### src/rtl/rs_encoder_serial.sv
// Systematic RS(7,5) encoder over GF(8) (x^3+x+1).
// Message symbols arrive serially, first symbol = highest-degree coefficient,
// and run through a two-register parity LFSR for g(x) = x^2 + G1*x + G0.
// The finished codeword {message, p1, p0} is held on a valid/ready output.
// Symbol bit[2] is the coefficient of 1, bit[1] of alpha, bit[0] of alpha^2.
module rs_encoder_serial #(
    parameter int SYMBOL_WIDTH = 3,
    parameter int N            = 7,
    parameter int K            = 5,
    parameter logic [SYMBOL_WIDTH-1:0] G0 = 3'b110,
    parameter logic [SYMBOL_WIDTH-1:0] G1 = 3'b011
) (
    input  logic                        clk,
    input  logic                        reset,
    input  logic                        abort,
    input  logic                        in_valid,
    output logic                        in_ready,
    input  logic [SYMBOL_WIDTH-1:0]     in_data,
    output logic                        out_valid,
    input  logic                        out_ready,
    output logic [N*SYMBOL_WIDTH-1:0]   out_codeword
);

    localparam int MW    = K * SYMBOL_WIDTH;
    localparam int CNT_W = $clog2(K);

    typedef logic [SYMBOL_WIDTH-1:0] sym_t;
    typedef enum logic {LOAD, HOLD} state_t;

    state_t           state;
    logic [CNT_W-1:0] cnt;
    sym_t             r0, r1;
    logic [MW-1:0]    msg;

    sym_t             fb, r0_nxt, r1_nxt;
    logic [MW-1:0]    msg_nxt;
    logic             accept;

    // Multiply by alpha: alpha^3 folds back to 1 + alpha.
    function automatic sym_t gf_mul_a(input sym_t s);
        return {s[0], s[2] ^ s[0], s[1]};
    endfunction

    // Shift-and-add multiply; b[2-i] is the alpha^i coefficient of b.
    function automatic sym_t gf_mul(input sym_t a, input sym_t b);
        sym_t acc;
        sym_t p;
        acc = '0;
        p   = a;
        for (int i = 0; i < 3; i++) begin
            if (b[2-i]) acc = acc ^ p;
            p = gf_mul_a(p);
        end
        return acc;
    endfunction

    // LFSR feedback and next message register for the symbol on in_data.
    always_comb begin
        accept  = in_valid && in_ready;
        fb      = in_data ^ r1;
        r1_nxt  = r0 ^ gf_mul(fb, G1);
        r0_nxt  = gf_mul(fb, G0);
        msg_nxt = {msg[MW-SYMBOL_WIDTH-1:0], in_data};
    end

    // Control FSM with registered handshake outputs and codeword register.
    always_ff @(posedge clk or negedge reset) begin
        if (!reset) begin
            state        <= LOAD;
            cnt          <= '0;
            r0           <= '0;
            r1           <= '0;
            msg          <= '0;
            in_ready     <= 1'b1;
            out_valid    <= 1'b0;
            out_codeword <= '0;
        end else if (abort) begin
            // Drop everything in flight; the codeword register keeps its last value.
            state     <= LOAD;
            cnt       <= '0;
            r0        <= '0;
            r1        <= '0;
            msg       <= '0;
            in_ready  <= 1'b1;
            out_valid <= 1'b0;
        end else begin
            case (state)
                LOAD: begin
                    if (accept) begin
                        if (cnt == CNT_W'(K-1)) begin
                            out_codeword <= {msg_nxt, r1_nxt, r0_nxt};
                            state        <= HOLD;
                            cnt          <= '0;
                            r0           <= '0;
                            r1           <= '0;
                            msg          <= '0;
                            in_ready     <= 1'b0;
                            out_valid    <= 1'b1;
                        end else begin
                            cnt <= cnt + 1'b1;
                            r0  <= r0_nxt;
                            r1  <= r1_nxt;
                            msg <= msg_nxt;
                        end
                    end
                end
                HOLD: begin
                    // New message is accepted from the following cycle on.
                    if (out_ready) begin
                        state     <= LOAD;
                        in_ready  <= 1'b1;
                        out_valid <= 1'b0;
                    end
                end
                default: state <= LOAD;
            endcase
        end
    end

    // Protocol invariants.
    a_stable: assert property (@(posedge clk) disable iff (!reset)
        (out_valid && !out_ready && !abort) |=> $stable(out_codeword));
    a_ready: assert property (@(posedge clk) disable iff (!reset)
        in_ready == !out_valid);
    a_cnt: assert property (@(posedge clk) disable iff (!reset)
        cnt <= CNT_W'(K-1));

endmodule

### config.mk
export PLATFORM = sky130hd
export DESIGN_NAME = rs_encoder_serial
export DESIGN_NICKNAME = d
export VERILOG_FILES = /design/src/rtl/rs_encoder_serial.sv
export SDC_FILE = /design/constraint.sdc
export NUM_CORES = 1
export LEC_CHECK = 0
export CAP_MARGIN = 20
export CORE_UTILIZATION = 45
export CTS_CLUSTER_DIAMETER = 80
export DETAILED_ROUTE_END_ITERATION = 10
export GPL_TIMING_DRIVEN = 0
export PLACE_DENSITY = 0.69
export SLEW_MARGIN = 20
export SYNTH_ARGS = -nofsm -noshare
export SYNTH_HDL_FRONTEND = slang
export SYNTH_SLANG_ARGS = --single-unit
### constraint.sdc
create_clock -name clk -period 1.8 [get_ports clk]
set_input_delay 0.54 -clock clk [delete_from_list [all_inputs] [get_ports clk]]
set_output_delay 0.54 -clock clk [all_outputs]
set_load 0.03 [all_outputs]
======== Word level (Yosys, flattened, before mapping) ========
Index checks and enable logic that the tools add are counted.
word-level totals
  register bits after elaboration ......... 45
  input bits .............................. 8
  output and inout bits ................... 23
operators by class
  add/subtract/negate cells ............... 1
  equality and inequality tests ........... 5
  muxes and demuxes ....................... 31
  bitwise logic cells ..................... 8
  reductions and logical operators ........ 5
operators with widths
  cell                                          count
  two-way mux 12 bit                            4
  two-way mux 3 bit                             12
  two-way mux 1 bit                             12
  bitwise XOR 3 bit                             4
  inequality test 3 bit, second input constant  3
  case mux 1 bit (2 select lines)               3
  AND reduction 4 bit                           1
  adder 3 x 1 -> 3 bit, second input constant   1
  equality test 3 bit, second input constant    1
  AND reduction 3 bit                           1
  inequality test 2 bit, second input constant  1
  inverter 1 bit                                2
  AND reduction 2 bit                           1
  nonzero test 2 bit                            1
  bitwise XOR 1 bit                             2
  logical AND 1 bit                             1

======== Depth between registers and ports, before layout ========
Gate-level depths: netlist of the first run.
  depth after elaboration ................. 8
  mapped depth ............................ 8
  gate-level depth less buffers ........... 6

======== Least setup slack after synthesis of the first run ========
No wires, ideal clock.
  kind .................................... flip-flop to flip-flop
  start ................................... register in_ready
  end ..................................... register out_codeword[10]
  data arrival time ....................... 1.508 ns
  required time ........................... 1.675 ns
  path slack .............................. 0.167 ns
  cell stages (with the launch flop) ...... 6
  path buffers ............................ 2
  period minus slack after synthesis ...... 1.633 ns
  path through ............................ dfstp_2 nand4_2 nand2b_4 buf_6 buf_8 mux2_4
between the ends
  cells in the longest elaborated chain, start to end .. 2
ends and longest elaborated chain
  item                                  line  RTL
  start: declaration                    17    output logic in_ready,
  start signal: assignment              74    in_ready <= 1'b1;
  start signal: assignment              84    in_ready <= 1'b1;
  start signal: assignment              97    in_ready <= 1'b0;
  logical AND 1 bit                     59    accept = in_valid && in_ready;
  AND reduction 4 bit (no source line)  -
  end signal: assignment                91    out_codeword <= {msg_nxt, r1_nxt, r0_nxt};
  end: declaration                      21    output logic [N*SYMBOL_WIDTH-1:0] out_codeword
Every way passes these cells.
A chain may end at the register's enable or synchronous reset.

======== Worst setup path after layout of the first run ========
  start ................................... input port in_data[0]
  end ..................................... register r1[0]
between the ends
  cells in the longest elaborated chain, start to end .. 8
ends and longest elaborated chain
  item                    line  RTL
  start: declaration      18    input logic [SYMBOL_WIDTH-1:0] in_data,
  bitwise XOR 3 bit       60    fb = in_data ^ r1;
  bitwise XOR 1 bit       41    return {s[0], s[2] ^ s[0], s[1]};
  bitwise XOR 3 bit       51    if (b[2-i]) acc = acc ^ p;
  bitwise XOR 3 bit       61    r1_nxt = r0 ^ gf_mul(fb, G1);
  two-way mux 3 bit       90    if (cnt == CNT_W'(K-1)) begin
  two-way mux 3 bit       89    if (accept) begin
  two-way mux 3 bit       87    case (state)
  two-way mux 3 bit       77    end else if (abort) begin
  end signal: assignment  102   r1 <= r1_nxt;
  end: declaration        32    sym_t r0, r1;
Every way passes these cells. The select of a mux whose other input is x is not followed.

==> results of run 1 <==
critical path, delay by kind of cell:
| family | cells | cell delay [ns] |
|---|---|---|
| compound gates | 1 | 0.16 |
| buf+inv | 1 | 0.51 |
| xor+xnor | 3 | 0.78 |
per-layer routing:
layer / GRT usage (%) / up-vias
met5: 0 / -
met4: 10.9 / 0
met3: 3.83 / 9
met2: 31.4 / 35
met1: 24.3 / 664
li1: - / 581
cell families after synthesis:
logic type | count (synthesis)
DFF | 45
AOI/OAI and AO/OA | 33
and+or+nand+nor | 28
muxes | 16
xor gates and xnor gates | 11
buffers and inverters | 11
adders and majority gates | 2
through the flow:
stage                     TNS [ns]  worst slack, ns  hold WS, ns
final                            0           0.0375        0.161
after global routing      -0.00295         -0.00295        0.188
after CTS                        0          0.00356        0.173
after floorplan                  0            0.167        0.244
after global placement      -47.70           -0.917        0.469
after detailed placement     -8.80           -0.358        0.484
final timing paths:
| kind | startpoint | to | slack, ns | depth (start not counted) |
|---|---|---|---|---|
| max | in_data[0] | r1[0]$_DFFE_PN0P_ | 0.04 | 5 |
| min | reset | out_codeword[11]$_DFFE_PN0P_ | 0.16 | 1 |
| max reg2reg | cnt[0]$_DFFE_PN0P_ | out_codeword[10]$_DFFE_PN0P_ | 0.10 | 7 |
| min reg2reg | out_codeword[0]$_DFFE_PN0P_ | out_codeword[0]$_DFFE_PN0P_ | 0.50 | 2 |
| max in group asynchronous | reset | in_ready$_DFFE_PN1P_ | 1.07 | 2 |
| min in group clk | out_codeword[0]$_DFFE_PN0P_ | out_codeword[0]$_DFFE_PN0P_ | 0.50 | 2 |
flip-flops by register name (all words and copies together) (netlist names):
name,flops
in_ready,1
r0,3
out_codeword,21
state,1
r1,3
cnt,3
out_valid,1
msg,12
cell usage in the layout, fill, tap and decap left out, drive strengths merged:
| cell type | count |
|---|---|
| and3b | 1 |
| nor2b | 1 |
| a22o | 13 |
| nand2b | 1 |
| xnor3 | 1 |
| clkdlybuf4s50 | 3 |
| o21ai | 13 |
| clkinvlp | 1 |
| ha | 2 |
| nand4 | 2 |
| clkinv | 1 |
| dlygate4sd2 | 23 |
| o22ai | 1 |
| mux2i | 1 |
| buf | 11 |
| clkbuf | 5 |
| mux2 | 15 |
| nand3b | 1 |
| nor2 | 7 |
| nand2 | 14 |
| xnor2 | 8 |
| dfrtp | 44 |
| dfstp | 1 |
| xor2 | 2 |
| inv | 5 |
| o21bai | 1 |
| and4 | 1 |
| dlymetal6s2s | 1 |
| a21oi | 5 |
where the power goes:
| part | leakage [uW] | internal (uW) | total [uW] | switching, uW |
|---|---|---|---|---|
| Combinational | 0.000620 | 318 | 666 | 348 |
| Sequential | 0.000617 | 1090 | 1170 | 77.6 |
| Clock | 0.0000445 | 276 | 646 | 370 |
layout make-up:
class / count / share of cell area (%)
flip-flops and latches: 45 / 46.7
multi-input cells: 90 / 32.3
repair buffers: 31 / 11.7
clock buffers: 5 / 2.85
well taps: 50 / 2.59
plain buffers: 7 / 2.33
clock inverters: 3 / 0.882
inverters: 4 / 0.622
repair_timing:
| action | in CTS | in global routing |
|---|---|---|
| buffers inserted | 0 | 1 |
| gates resized for setup | 26 | 6 |
| endpoints found under the setup margin | 31 | 9 |
| pin swaps | 0 | 2 |
==> run summary, run 1 <==
post-synthesis compound-gate area fraction: 11.2%
Final Total Pwr: 2480 uW
Antenna Nets Post-Route: 0
Setup crit start kind: primary input
crit path max fanout: 4
Rows: 23
WL met1: 1690 um
gr ovfl total: 0
placed cell count: 226
die area: 4600 um2
design area: 2410 um2
final setup vio count: 0
Slew HR: 70.5%
Die Y-Extent: 67.8 um
RSZ-0062 raised after global routing: true
fin util: 59.0%
Die X: 67.8 um
Post-synth top cells: dfrtp_1, nand2_1, a22o_1
endpoints failing hold: 0
number of remaining DRC errors: 0
status: finished, final reports clean
library cells used by synthesis: 32
worst-path cell with the longest stage delay: clkdlybuf4s50_1
Synth Warn #: 0
Slew Viols, Final: 0
Final HPWL DP: 2630 um
cell area after placement: 2320 um2
Post-Route WL: 3770 um
Final period util: 97.9%
crit path DAT: 1.99 ns
Synth Flop Type: dfrtp_1
clock root cell: clkbuf_8
Filler cells: 348
CTS sink count: 45
top-count cell post-synth: dfrtp_1
critical path type: in2reg
XOR/XNOR Fraction of Synth Area: 7.57%
Synth Instances: 146
H-tree level count: 2
post-synthesis mux area share: 10.7%
IO buf count: 29
actual slew at the worst max-slew pin: 0.443 ns
crit-path cells: clkdlybuf4s50_1 > xnor2_2 > xnor2_2 > xnor3_1 > o21ai_1
GRT Util Overall: 19.4%
GP Congestion: 0.815
hold buffer count at CTS: 0
I/O Pins: 31
antenna violations before repair: 0
crit path time final: 1.76 ns
Reg clk slew, reported paths: 0.09 ns
Initial DRT Pass Iterations: 4
register area: 1130 um2
multi-input combinational cell area: 779 um2
WL/cell: 16.0 um
most used cell, CP: xnor2_2
syn_nets: 156
PD cells: 1030 nW/um2
top cell type's share of synthesized area: 56.4%
Post-synth ARST share: 100%
DR vias: 1289
synthesis-stage register bit count: 45
Vias/cell: 5.49
max incr delay on CP: 0.51 ns
clk buf depth: 2
Hold Crit Class: in2async
P&R area growth vs syn: 23.7%
WL met2: 1870 um
insertion delay to the later sink of the worst-skew pair: 0.31 ns
CTS tree: built
fraction of layout cells with a size suffix above 1: 24.3%
register area share after synthesis: 57.8%
first-pass GRT wire length: 6380 um
largest family of logic cells by synthesized area: compound AO/OA/AOI/OAI gates
Peak VDD IR: 0.000616 V
Post-Synth Simple-Gate Area: 7.83%
Initial Utilization: 47.7%
Max Clk Rate: 567 MHz
Area contributors post-synth: dfrtp_1, mux2_4, a22o_1
Post-synth EDFFs: 0
WL met3: 140 um
area share of fa/ha/maj cells after synthesis: 1.28%
max cap viols: 0
Detailed Route Iter0 Violations: 52
Worst Path Required: 2.03 ns
leak pwr: 0.00128 uW
Cell Count, Final, Fillers Out: 235
largest net degree at the start of global routing: 29
number of global-route vias before repair: 1331
Final nets: 194
Num CTS Buffers: 5
Worst Skew: 0.00418 ns
ant diodes: 0
average cell area after synthesis: 13.4 um2
cell taking the most area after synthesis: dfrtp_1
Cell Area, Synth: 1950 um2
core box area: 4090 um2
critical path capture point type: flop
max layer used: met4
Power figures use the tool's default switching activity.
==> run 2: changes to the inputs <==
--- a/config.mk
+++ b/config.mk
@@ -6,11 +6,13 @@
 export NUM_CORES = 1
 export LEC_CHECK = 0
 export CAP_MARGIN = 20
-export CORE_UTILIZATION = 45
+export CELL_PAD_IN_SITES_DETAIL_PLACEMENT = 0
+export CELL_PAD_IN_SITES_GLOBAL_PLACEMENT = 2
+export CORE_UTILIZATION = 36
 export CTS_CLUSTER_DIAMETER = 80
 export DETAILED_ROUTE_END_ITERATION = 10
 export GPL_TIMING_DRIVEN = 0
-export PLACE_DENSITY = 0.69
+export PLACE_DENSITY_LB_ADDON = 0.1
 export SLEW_MARGIN = 20
 export SYNTH_ARGS = -nofsm -noshare
 export SYNTH_HDL_FRONTEND = slang
==> run summary, run 2 (synthesis results as in run 1) <==
Final Total Pwr: 2570 uW (+3.5%)
register with the most flip-flops: out_codeword
GP Congestion: 0.725 (-11%)
Max Clk Rate: 574 MHz (+1.2%)
leak pwr: 0.00129 uW (+0.52%)
crit path time final: 1.74 ns (-0.0217 ns)
fraction of layout cells with a size suffix above 1: 23.9% (-0.41 points)
Post-Route WL: 3560 um (-5.6%)
Filler cells: 479 (+38%)
Detailed Route Iter0 Violations: 45 (-13%)
DR vias: 1197 (-7.1%)
antenna violations before repair: 0 (unchanged)
Vias/cell: 4.71 (-14%)
register area: 1130 um2 (unchanged)
Final nets: 193 (-0.52%)
Final HPWL DP: 2530 um (-3.8%)
Worst Path Required: 1.26 ns (-0.77 ns)
H-tree level count: 2 (unchanged)
gr ovfl total: 0 (unchanged)
Setup crit start kind: flop
Largest register FFs: 21 (unchanged)
post-CTS setup buffer count: 0 (unchanged)
Hold Crit Class: in2async
actual slew at the worst max-slew pin: 0.570 ns (+0.128 ns)
Slew Viols, Final: 0 (unchanged)
Worst Skew: 0.00569 ns (+0.00151 ns)
number of remaining DRC errors: 0 (unchanged)
RSZ-0062 raised after global routing: false
worst-path cell with the longest stage delay: dfstp_2
WL/cell: 14.0 um (-13%)
Die X: 75.6 um (+11%)
P&R area growth vs syn: 25.5%
max cap viols: 0 (unchanged)
PD cells: 1050 nW/um2 (+1.9%)
crit path max fanout: 7 (+3)
Reg clk slew, reported paths: 0.09 ns (about the same)
number of global-route vias before repair: 1180 (-11%)
Peak VDD IR: 0.000471 V (-24%)
ant diodes: 0 (unchanged)
Initial DRT Pass Iterations: 4 (unchanged)
CTS tree: built
fin util: 47.3% (-12 points)
critical path capture point type: output port
die area: 5720 um2 (+24%)
clk buf depth: 2 (unchanged)
core box area: 5170 um2 (+27%)
Slew HR: 62.0% (-8.5 points)
crit-path cells: clkdlybuf4s15_2
GRT Util Overall: 14.3% (-5.1 points)
Die Y-Extent: 75.6 um (+11%)
CTS sink count: 45 (unchanged)
final setup vio count: 0 (unchanged)
CP delay by family, top: flip-flops
Initial Utilization: 37.7% (-10 points)
I/O Pins: 31 (unchanged)
Final period util: 96.7% (-1.2 points)
first-pass GRT wire length: 5940 um (-6.8%)
Antenna Nets Post-Route: 0 (unchanged)
max incr delay on CP: 0.59 ns (+0.08 ns)
largest net degree at the start of global routing: 25 (-14%)
multi-input combinational cell area: 754 um2 (-3.2%)
setup TNS: 0 ns (unchanged)
clock root cell: clkbuf_8
Top Registers: out_codeword: 21 flops, msg: 12 flops
Num CTS Buffers: 5 (unchanged)
most common cell after layout, fill and taps aside: dfrtp_1
commonest cells after routing, fill and taps aside: dfrtp_1, dlygate4sd2_1, nand2_1, a22o_1
Rows: 26 (+13%)
IO buf count: 29 (unchanged)
insertion delay to the later sink of the worst-skew pair: 0.30 ns (about the same)
status: finished, final reports clean
Bufs and invs on worst path: 1 (unchanged)
crit path DAT: 1.20 ns (-0.79 ns)
critical path type: reg2out
endpoints failing hold: 0 (unchanged)
[run 2: final timing paths]
path / from / cells after the start / slack [ns] / endpoint
worst max-delay path: in_ready$_DFFE_PN1P_ / 1 / 0.06 / in_ready
worst min-delay path: reset / 1 / 0.23 / msg[8]$_DFFE_PN0P_
worst max register to register: cnt[0]$_DFFE_PN0P_ / 7 / 0.10 / out_codeword[10]$_DFFE_PN0P_
worst min register to register: out_codeword[4]$_DFFE_PN0P_ / 2 / 0.48 / out_codeword[4]$_DFFE_PN0P_
max in group asynchronous: reset / 2 / 1.07 / r0[0]$_DFFE_PN0P_
min in group clk: out_codeword[4]$_DFFE_PN0P_ / 2 / 0.48 / out_codeword[4]$_DFFE_PN0P_
[run 2: final cells by class]
cell class	instances	area share [%]
Inverter	4	0.613
Sequential cell	45	46.0
Tap cell	70	3.58
Multi-Input combinational cell	90	30.8
Timing Repair Buffer	30	11.8
Clock inverter	2	1.53
Clock buffer	6	3.37
Buffer	7	2.30
[run 2: what timing repair did]
action	in CTS	in global routing
gates resized for setup	26	2
pin swaps	0	1
hold buffers	0	0
endpoints found under the setup margin	31	5
[run 2: layer usage]
layer  vias to the layer above  global-route usage (%)  share of wire (%)
li1                        585                       -                  -
met1                       587                    18.9                 48
met4                         0                    5.56                1.5
met5                         -                       0                  0
met2                        20                    22.5                 48
met3                         5                    3.84                3.4
[run 2: stage by stage]
step	std cells	area, um2	hold WS (ns)	setup slack (ns)
5_1_grt	254	2450	0.264	0.00761
3_5_place_dp	246	2350	0.480	-0.344
4_1_cts	254	2440	0.247	0.0363
6_report	254	2450	0.228	0.0592
3_3_place_gp	245	2330	0.468	-1.02
2_1_floorplan	146	1950	0.244	0.167
[run 2: report_power, final]
part	internal (uW)	switching (uW)	total (uW)
Clock	452	350	801
Combinational	288	320	609
Sequential	1090	65.9	1160
Total	1830	736	2570
[run 2: worst reg2reg max path, stage by stage, from the launching register on]
cell and delay (ns):
dfrtp_1 0.41, inv_1 0.08, ha_2 0.20, nand4_2 0.14
nand2b_4 0.17, buf_6 0.14, buf_8 0.15, mux2_4 0.30
